===== src/rtl/bus_pkg.sv =====
// Shared definitions for the data-bus fabric: FSM state type, named slave
// slots and the system address map (base/mask per slot) used to build the
// SLV_BASE / SLV_MASK parameters at instantiation.
package bus_pkg;

    typedef enum logic [1:0] {
        IDLE   = 2'd0,
        ACCESS = 2'd1,
        RESP   = 2'd2
    } bus_state_t;

    localparam int unsigned BUS_NSLAVES = 8;
    localparam int unsigned BUS_AW      = 32;

    // Named slave slots; slot 7 is spare.
    localparam int unsigned SLV_RAM    = 0;
    localparam int unsigned SLV_PROG   = 1;
    localparam int unsigned SLV_SCREEN = 2;
    localparam int unsigned SLV_FLASH  = 3;
    localparam int unsigned SLV_UART   = 4;
    localparam int unsigned SLV_USB    = 5;
    localparam int unsigned SLV_CNT    = 6;

    // System address map, mirrored from the board configuration.
    localparam logic [BUS_AW-1:0] RAM_BASE    = 32'h0000_0000;
    localparam logic [BUS_AW-1:0] RAM_MASK    = 32'hF000_0000;
    localparam logic [BUS_AW-1:0] PROG_BASE   = 32'h1000_0000;
    localparam logic [BUS_AW-1:0] PROG_MASK   = 32'hF000_0000;
    localparam logic [BUS_AW-1:0] SCREEN_BASE = 32'h2000_0000;
    localparam logic [BUS_AW-1:0] SCREEN_MASK = 32'hF000_0000;
    localparam logic [BUS_AW-1:0] FLASH_BASE  = 32'h3000_0000;
    localparam logic [BUS_AW-1:0] FLASH_MASK  = 32'hF000_0000;
    localparam logic [BUS_AW-1:0] UART_BASE   = 32'h4000_0000;
    localparam logic [BUS_AW-1:0] UART_MASK   = 32'hFFFF_F000;
    localparam logic [BUS_AW-1:0] USB_BASE    = 32'h4000_1000;
    localparam logic [BUS_AW-1:0] USB_MASK    = 32'hFFFF_F000;
    localparam logic [BUS_AW-1:0] CNT_BASE    = 32'h4000_2000;
    localparam logic [BUS_AW-1:0] CNT_MASK    = 32'hFFFF_F000;
    // Spare slot can never match: (addr & 0) is never all ones.
    localparam logic [BUS_AW-1:0] SPARE_BASE  = 32'hFFFF_FFFF;
    localparam logic [BUS_AW-1:0] SPARE_MASK  = 32'h0000_0000;

    localparam logic [BUS_NSLAVES*BUS_AW-1:0] BUS_SLV_BASE = {
        SPARE_BASE, CNT_BASE, USB_BASE, UART_BASE,
        FLASH_BASE, SCREEN_BASE, PROG_BASE, RAM_BASE
    };
    localparam logic [BUS_NSLAVES*BUS_AW-1:0] BUS_SLV_MASK = {
        SPARE_MASK, CNT_MASK, USB_MASK, UART_MASK,
        FLASH_MASK, SCREEN_MASK, PROG_MASK, RAM_MASK
    };

    // Bits needed to hold values 0..n-1, never less than one.
    function automatic int unsigned min1_clog2(input int unsigned n);
        return (n > 1) ? $clog2(n) : 1;
    endfunction

endpackage


===== src/rtl/data_bus_fabric_if.sv =====
// Data-bus signal bundle: master (core load/store) side m_*, broadcast slave
// side s_*. Modports: master = core view, slave = peripheral view,
// fabric = the decoder/fabric itself.
interface data_bus_fabric_if #(
    parameter int unsigned NSLAVES = 8,
    parameter int unsigned AW      = 32,
    parameter int unsigned DW      = 32
);
    logic [AW-1:0]         m_addr;
    logic [DW-1:0]         m_wdata;
    logic [DW/8-1:0]       m_wstrb;
    logic                  m_ren;
    logic                  m_wen;
    logic                  m_ready;
    logic [DW-1:0]         m_rdata;
    logic                  m_err;

    logic [AW-1:0]         s_addr;
    logic [DW-1:0]         s_wdata;
    logic [DW/8-1:0]       s_wstrb;
    logic [NSLAVES-1:0]    s_ren;
    logic [NSLAVES-1:0]    s_wen;
    logic [NSLAVES*DW-1:0] s_rdata;
    logic [NSLAVES-1:0]    s_ready;

    modport master (
        output m_addr, m_wdata, m_wstrb, m_ren, m_wen,
        input  m_ready, m_rdata, m_err
    );

    modport slave (
        input  s_addr, s_wdata, s_wstrb, s_ren, s_wen,
        output s_rdata, s_ready
    );

    modport fabric (
        input  m_addr, m_wdata, m_wstrb, m_ren, m_wen, s_rdata, s_ready,
        output m_ready, m_rdata, m_err, s_addr, s_wdata, s_wstrb, s_ren, s_wen
    );

endinterface


===== src/rtl/bus_addr_decode.sv =====
// Combinational base/mask address decoder; lowest matching slot wins.
// Ports: addr in, base/mask packed per-slot maps in, hit/idx out.
// Shared with the instruction-fetch path.
module bus_addr_decode
    import bus_pkg::*;
#(
    parameter int unsigned NSLAVES = 8,
    parameter int unsigned AW      = 32,
    localparam int unsigned IW     = min1_clog2(NSLAVES)
) (
    input  logic [AW-1:0]         addr,
    input  logic [NSLAVES*AW-1:0] base,
    input  logic [NSLAVES*AW-1:0] mask,
    output logic                  hit,
    output logic [IW-1:0]         idx
);

    // Once a slot hits, later (higher) slots are ignored.
    always_comb begin
        hit = 1'b0;
        idx = '0;
        for (int i = 0; i < NSLAVES; i++) begin
            if (!hit && ((addr & mask[i*AW +: AW]) == base[i*AW +: AW])) begin
                hit = 1'b1;
                idx = IW'(i);
            end
        end
    end

endmodule


===== src/rtl/data_bus_fabric.sv =====
// Registered data-bus fabric between the core load/store port and NSLAVES
// memory-mapped peripherals. Holds one outstanding transaction, lets slaves
// insert wait states via s_ready, and ends unmapped, malformed or hung
// accesses with a bus error.
// Ports: clk, resetn (async, active-low), bus (fabric modport: m_* from the
// core, s_* broadcast to slaves with one-hot s_ren/s_wen).
module data_bus_fabric
    import bus_pkg::*;
#(
    parameter int unsigned            NSLAVES     = 8,
    parameter int unsigned            AW          = 32,
    parameter int unsigned            DW          = 32,
    parameter logic [NSLAVES*AW-1:0]  SLV_BASE    = '0,
    parameter logic [NSLAVES*AW-1:0]  SLV_MASK    = '0,
    parameter int unsigned            DEFAULT_SLV = 0,
    parameter bit                     DEFAULT_EN  = 1'b1,
    parameter int unsigned            TIMEOUT     = 255
) (
    input  logic                  clk,
    input  logic                  resetn,
    data_bus_fabric_if.fabric     bus
);

    localparam int unsigned IW = min1_clog2(NSLAVES);
    localparam int unsigned CW = min1_clog2(TIMEOUT + 1);
    localparam int unsigned SW = DW / 8;

    localparam logic [CW-1:0] CNT_LAST = CW'((TIMEOUT > 0) ? TIMEOUT - 1 : 0);
    localparam logic [CW-1:0] CNT_MAX  = '1;
    localparam logic [IW-1:0] DEF_IDX  = IW'(DEFAULT_SLV);

    bus_state_t     state_q, state_d;
    logic [CW-1:0]  cnt_q, cnt_d;
    logic [DW-1:0]  rdata_q, rdata_d;
    logic           err_q, err_d;
    logic [IW-1:0]  idx_q, idx_d;
    logic [AW-1:0]  addr_q, addr_d;
    logic [DW-1:0]  wdata_q, wdata_d;
    logic [SW-1:0]  wstrb_q, wstrb_d;
    logic           wr_q, wr_d;

    logic           dec_hit;
    logic [IW-1:0]  dec_idx;
    logic [DW-1:0]  sel_rdata_c;
    logic           sel_ready_c;
    logic [NSLAVES-1:0] ren_c;
    logic [NSLAVES-1:0] wen_c;

    bus_addr_decode #(
        .NSLAVES (NSLAVES),
        .AW      (AW)
    ) u_decode (
        .addr (bus.m_addr),
        .base (SLV_BASE),
        .mask (SLV_MASK),
        .hit  (dec_hit),
        .idx  (dec_idx)
    );

    // Response mux from the latched slave index; other slaves are ignored.
    always_comb begin
        sel_rdata_c = '0;
        sel_ready_c = 1'b0;
        for (int i = 0; i < NSLAVES; i++) begin
            if (idx_q == IW'(i)) begin
                sel_rdata_c = bus.s_rdata[i*DW +: DW];
                sel_ready_c = bus.s_ready[i];
            end
        end
    end

    // Next-state and datapath-capture logic.
    always_comb begin
        state_d = state_q;
        cnt_d   = cnt_q;
        rdata_d = rdata_q;
        err_d   = err_q;
        idx_d   = idx_q;
        addr_d  = addr_q;
        wdata_d = wdata_q;
        wstrb_d = wstrb_q;
        wr_d    = wr_q;

        case (state_q)
            IDLE: begin
                if (bus.m_ren || bus.m_wen) begin
                    addr_d  = bus.m_addr;
                    wdata_d = bus.m_wdata;
                    wstrb_d = bus.m_wstrb;
                    wr_d    = bus.m_wen;
                    idx_d   = dec_hit ? dec_idx : DEF_IDX;
                    cnt_d   = '0;
                    rdata_d = '0;
                    if (bus.m_ren && bus.m_wen) begin
                        err_d   = 1'b1;
                        state_d = RESP;
                    end else if (!dec_hit && !DEFAULT_EN) begin
                        err_d   = 1'b1;
                        state_d = RESP;
                    end else begin
                        err_d   = 1'b0;
                        state_d = ACCESS;
                    end
                end
            end

            ACCESS: begin
                // Ready wins over a timeout landing in the same cycle.
                if (sel_ready_c) begin
                    rdata_d = wr_q ? '0 : sel_rdata_c;
                    err_d   = 1'b0;
                    state_d = RESP;
                end else if ((TIMEOUT > 0) && (cnt_q == CNT_LAST)) begin
                    rdata_d = '0;
                    err_d   = 1'b1;
                    state_d = RESP;
                end else if (cnt_q != CNT_MAX) begin
                    cnt_d = cnt_q + CW'(1);
                end
            end

            RESP: begin
                state_d = IDLE;
            end

            default: begin
                state_d = IDLE;
            end
        endcase
    end

    // State and latched transaction registers.
    always_ff @(posedge clk or negedge resetn) begin
        if (!resetn) begin
            state_q <= IDLE;
            cnt_q   <= '0;
            rdata_q <= '0;
            err_q   <= 1'b0;
            idx_q   <= '0;
            addr_q  <= '0;
            wdata_q <= '0;
            wstrb_q <= '0;
            wr_q    <= 1'b0;
        end else begin
            state_q <= state_d;
            cnt_q   <= cnt_d;
            rdata_q <= rdata_d;
            err_q   <= err_d;
            idx_q   <= idx_d;
            addr_q  <= addr_d;
            wdata_q <= wdata_d;
            wstrb_q <= wstrb_d;
            wr_q    <= wr_d;
        end
    end

    // One-hot strobes decoded from registered state only, so reset clears them at once.
    always_comb begin
        ren_c = '0;
        wen_c = '0;
        for (int i = 0; i < NSLAVES; i++) begin
            if ((state_q == ACCESS) && (idx_q == IW'(i))) begin
                ren_c[i] = !wr_q;
                wen_c[i] = wr_q;
            end
        end
    end

    assign bus.s_ren   = ren_c;
    assign bus.s_wen   = wen_c;
    assign bus.s_addr  = addr_q;
    assign bus.s_wdata = wdata_q;
    assign bus.s_wstrb = wstrb_q;

    assign bus.m_ready = (state_q == RESP);
    assign bus.m_rdata = (state_q == RESP) ? rdata_q : '0;
    assign bus.m_err   = (state_q == RESP) && err_q;

endmodule

===== src/flat_wrapper.sv =====
// flat-port wrapper written by rule: the top's interface ports become plain ports
module data_bus_fabric_flat import bus_pkg::*;
#(
    parameter int unsigned            NSLAVES     = 8,
    parameter int unsigned            AW          = 32,
    parameter int unsigned            DW          = 32,
    parameter logic [NSLAVES*AW-1:0]  SLV_BASE    = '0,
    parameter logic [NSLAVES*AW-1:0]  SLV_MASK    = '0,
    parameter int unsigned            DEFAULT_SLV = 0,
    parameter bit                     DEFAULT_EN  = 1'b1,
    parameter int unsigned            TIMEOUT     = 255
)
  (clk, resetn, bus_m_addr, bus_m_wdata, bus_m_wstrb, bus_m_ren, bus_m_wen, bus_s_rdata, bus_s_ready, bus_m_ready, bus_m_rdata, bus_m_err, bus_s_addr, bus_s_wdata, bus_s_wstrb, bus_s_ren, bus_s_wen);
  data_bus_fabric_if #(.NSLAVES(NSLAVES), .AW(AW), .DW(DW)) bus_i ();
  input  logic clk;
  input  logic resetn;
  input wire logic [$bits(bus_i.m_addr)-1:0] bus_m_addr;
  input wire logic [$bits(bus_i.m_wdata)-1:0] bus_m_wdata;
  input wire logic [$bits(bus_i.m_wstrb)-1:0] bus_m_wstrb;
  input wire logic [$bits(bus_i.m_ren)-1:0] bus_m_ren;
  input wire logic [$bits(bus_i.m_wen)-1:0] bus_m_wen;
  input wire logic [$bits(bus_i.s_rdata)-1:0] bus_s_rdata;
  input wire logic [$bits(bus_i.s_ready)-1:0] bus_s_ready;
  output wire logic [$bits(bus_i.m_ready)-1:0] bus_m_ready;
  output wire logic [$bits(bus_i.m_rdata)-1:0] bus_m_rdata;
  output wire logic [$bits(bus_i.m_err)-1:0] bus_m_err;
  output wire logic [$bits(bus_i.s_addr)-1:0] bus_s_addr;
  output wire logic [$bits(bus_i.s_wdata)-1:0] bus_s_wdata;
  output wire logic [$bits(bus_i.s_wstrb)-1:0] bus_s_wstrb;
  output wire logic [$bits(bus_i.s_ren)-1:0] bus_s_ren;
  output wire logic [$bits(bus_i.s_wen)-1:0] bus_s_wen;
  assign bus_i.m_addr = bus_m_addr;
  assign bus_i.m_wdata = bus_m_wdata;
  assign bus_i.m_wstrb = bus_m_wstrb;
  assign bus_i.m_ren = bus_m_ren;
  assign bus_i.m_wen = bus_m_wen;
  assign bus_i.s_rdata = bus_s_rdata;
  assign bus_i.s_ready = bus_s_ready;
  assign bus_m_ready = bus_i.m_ready;
  assign bus_m_rdata = bus_i.m_rdata;
  assign bus_m_err = bus_i.m_err;
  assign bus_s_addr = bus_i.s_addr;
  assign bus_s_wdata = bus_i.s_wdata;
  assign bus_s_wstrb = bus_i.s_wstrb;
  assign bus_s_ren = bus_i.s_ren;
  assign bus_s_wen = bus_i.s_wen;
  data_bus_fabric #(.NSLAVES(NSLAVES), .AW(AW), .DW(DW), .SLV_BASE(SLV_BASE), .SLV_MASK(SLV_MASK), .DEFAULT_SLV(DEFAULT_SLV), .DEFAULT_EN(DEFAULT_EN), .TIMEOUT(TIMEOUT)) u_core (.clk(clk), .resetn(resetn), .bus(bus_i));
endmodule

===== config.mk =====
export PLATFORM = sky130hd
export DESIGN_NAME = data_bus_fabric_flat
export DESIGN_NICKNAME = d
export VERILOG_FILES = /design/src/rtl/bus_pkg.sv /design/src/rtl/data_bus_fabric_if.sv /design/src/rtl/bus_addr_decode.sv /design/src/rtl/data_bus_fabric.sv /design/src/flat_wrapper.sv
export SDC_FILE = /design/constraint.sdc
export NUM_CORES = 1
export LEC_CHECK = 0
export CAP_MARGIN = 20
export CELL_PAD_IN_SITES_DETAIL_PLACEMENT = 1
export CELL_PAD_IN_SITES_GLOBAL_PLACEMENT = 2
export CORE_MARGIN = 1
export CORE_UTILIZATION = 25
export DETAILED_ROUTE_END_ITERATION = 10
export PLACE_DENSITY_LB_ADDON = 0.3
export RECOVER_POWER = 50
export SYNTH_ARGS = -nofsm -noshare
export SYNTH_HDL_FRONTEND = slang
export SYNTH_HIERARCHICAL = 1
export SYNTH_SLANG_ARGS = --single-unit

===== constraint.sdc =====
create_clock -name clk -period 2.6 [get_ports clk]
set_input_delay 0.65 -clock clk [delete_from_list [all_inputs] [get_ports clk]]
set_output_delay 0.65 -clock clk [all_outputs]
set_load 0.005 [all_outputs]

==> reports/metrics.yaml <==
vias: 14500
post-route-period-util_pct: 97.6
dieArea_sq_um: 47100
peakVddDrop_v: 0.000493
synth-edff-count: 0
nNetsFinal: 3060
path_common_cell: "buf_6"
start_util_pct: 25.4
hold_ws_ns: 0.477
layout.cells.non_filler: 3334
ys_types: 64
core-area_sq_um: 45500
wl_per_cell_um: 18.3
path_class: "reg -> out"
grt-ovfl-total: 0
routed_wl_mm: 61.0
leakage_nw: 10.4
clock_skew_ns: 0.0141
cap_violations: 1
fp.dieH_um: 217
ctsHoldBuffers: 0
place_congestion: 0.881
cts_tree: "yes"
startpoint_type: "flip-flop"
end_kind: "output port"
htreeDepth: 4
yosysMostFrequentCell: "nand2_1"
antenna_cells: 0
grt_pass1_wl_mm: 89.8
worstPathMaxFanout: 3
ios: 454
syn_to_final_growth_pct: 82.0
crit_chain: "buf_6 > nand2b_4 > or3_4 > buf_6 > nor3_2 > buf_2"
yosys.area.top_type: "dfrtp_1"
first_pass_iters: 4
yosys_most_used_dff: "dfrtp_1"
synth_area_leaders: "dfrtp_1, nand2_1, mux4_2"
portBuffers: 453
yosysWarnings: 6
antenna_left: 0
violations: "max-capacitance violations, max-slew violations"
powerDensity_nw_per_um2: 511
insertion_delay_ns: 0.43
setup_viol_count_final: 0
antenna_found_initial: 4
crit_required_ns: 1.95
drc: 0
worstPathArrival_ns: 1.89
netlist.area_leader.share_pct: 24.9
clockBufferDepth: 2
placed_cells: 3283
cts.sinks: 115
grt_pass1_vias: 15100
cts_buffers: 17
grt_max_degree: 70
syn_inst: 1412
hold_class: "reg -> reg"
slew_viol_final: 56
slowest_delay_ns: 0.43
worst_slew_pin_slew_ns: 1.54
dpl.hpwl_mm: 49.2
die_x_um: 217
crit_path_top_delay_cell: "or3_4"
seq_area_frac_synth_pct: 24.9
outcome: "finished, violations left"
synthTopCellsByCount: "nand2_1, dfrtp_1, xnor2_1"
viasPerCell: 4.34
avgSynthCellArea_sq_um: 8.19
ys_ff_latch: 115
slew-limit-headroom_pct: -2.96
rows: 78
cts_root_buf: "clkbuf_16"
syn_area_sq_um: 11600
fin_util_pct: 46.3
drive_gt1_share_pct: 8.08
fmax_ghz: 0.394
fin_crit_ns: 2.54
grt_usage_pct: 25.6
path_clk_slew_ns: 0.05
n_fill_cell: 5805
seq_area_sq_um: 2890
multi_input_area_sq_um: 11500
async_flop_share_pct: 100
hold_viol: 0
drt_iter0_markers: 604
per-layer routing:
metal,GRT usage (%),part of all wire (%)
met5,0,0.062
met4,6.71,2.2
met3,6.62,6.6
met2,45.4,50
met1,30.3,41
registers in the layout, indices dropped and copies added (netlist names):
register / cells
u_core/bus.s_addr: 32
u_core/bus.s_wdata: 32
u_core/bus.s_wstrb: 4
u_core/cnt_q: 8
u_core/err_q: 1
u_core/idx_q: 3
u_core/rdata_q: 32
u_core/state_q: 2
u_core/wr_q: 1
critical path: cells and delay by family (launching register included):
kind / cells / cell delay (ns)
buf+inv: 3 / 0.40
simple gates: 3 / 0.68
flops: 1 / 0.39
where the power goes:
group,internal [W],leakage (nW),switching [W],total [W]
Combinational,0.00261,8.67,0.00261,0.00522
Clock,0.00161,0.297,0.000938,0.00255
Sequential,0.00251,1.47,0.000488,0.00299
metrics by stage:
stage	setup TNS [ns]	worst slack (ns)	cell area (sq um)	power [W]
after floorplan	0	0.385	14700	0.00498
after global placement	-0.835	-0.0800	20300	0.00783
final	0	0.0617	21100	0.0108
after detailed placement	-2.61	-0.109	20300	0.00792
after global routing	-0.0141	-0.0141	21100	0.0114
after CTS	-0.158	-0.158	21100	0.0108
cell type report:
type / instances / area share [%]
Multi-Input combinational cell: 2038 / 54.7
Timing Repair Buffer: 545 / 24.9
Sequential cell: 115 / 13.7
Tap cell: 600 / 3.56
Clock buffer: 17 / 2.02
Clock inverter: 14 / 0.968
Inverter: 5 / 0.0891
repair_timing:
action,4_1_cts,5_1_grt
pin swaps,3,4
endpoints found under the setup margin,49,36
setup buffers,17,2
gates resized for setup,93,8
gates cloned,1,1
endpoints found under the hold margin,0,0
path summary, 6_finish.rpt:
path	startpoint	end	slack [ns]	cells past startpoint
worst min register to register	u_core/bus.s_wstrb[1]	u_core/bus.s_wstrb[1]	0.48	2
max in group asynchronous	resetn	u_core/wr_q	0.48	2
worst max register to register	u_core/idx_q[2]	u_core/cnt_q[1]	0.10	9
worst max-delay path	u_core/state_q[1]	bus_s_ren[0]	0.06	6
min in group asynchronous	resetn	u_core/cnt_q[0]	0.58	1
worst min-delay path	u_core/bus.s_wstrb[1]	u_core/bus.s_wstrb[1]	0.48	2
cells by family after synthesis:
| logic type | after synthesis | synth area share, % |
|---|---|---|
| AO/OA/AOI/OAI | 340 | 21.5 |
| XOR/XNOR | 97 | 7.34 |
| adder cells (fa/ha/maj) | 2 | 0.216 |
| buffers and inverters | 91 | 3.85 |
| flip-flops | 115 | 24.9 |
| multiplexers | 88 | 13.0 |
| other | 1 | 0.0324 |
| AND/OR/NAND/NOR | 678 | 29.2 |
layout by cell type (no fill, tap or decap), types with 42 or more instances in the layout:
cell | Yosys | routed
conb_1 | 1 | 832
nand3_1 | 46 | 45
dfrtp_1 | 115 | 110
xnor2_1 | 96 | 96
dlygate4sd2_1 | 0 | 42
and3_1 | 81 | 81
a21oi_1 | 93 | 93
nand2_1 | 331 | 330
buf_4 | 7 | 73
clkdlybuf4s50_1 | 0 | 402
mux4_2 | 49 | 49
(Power assumes the default switching activity.)
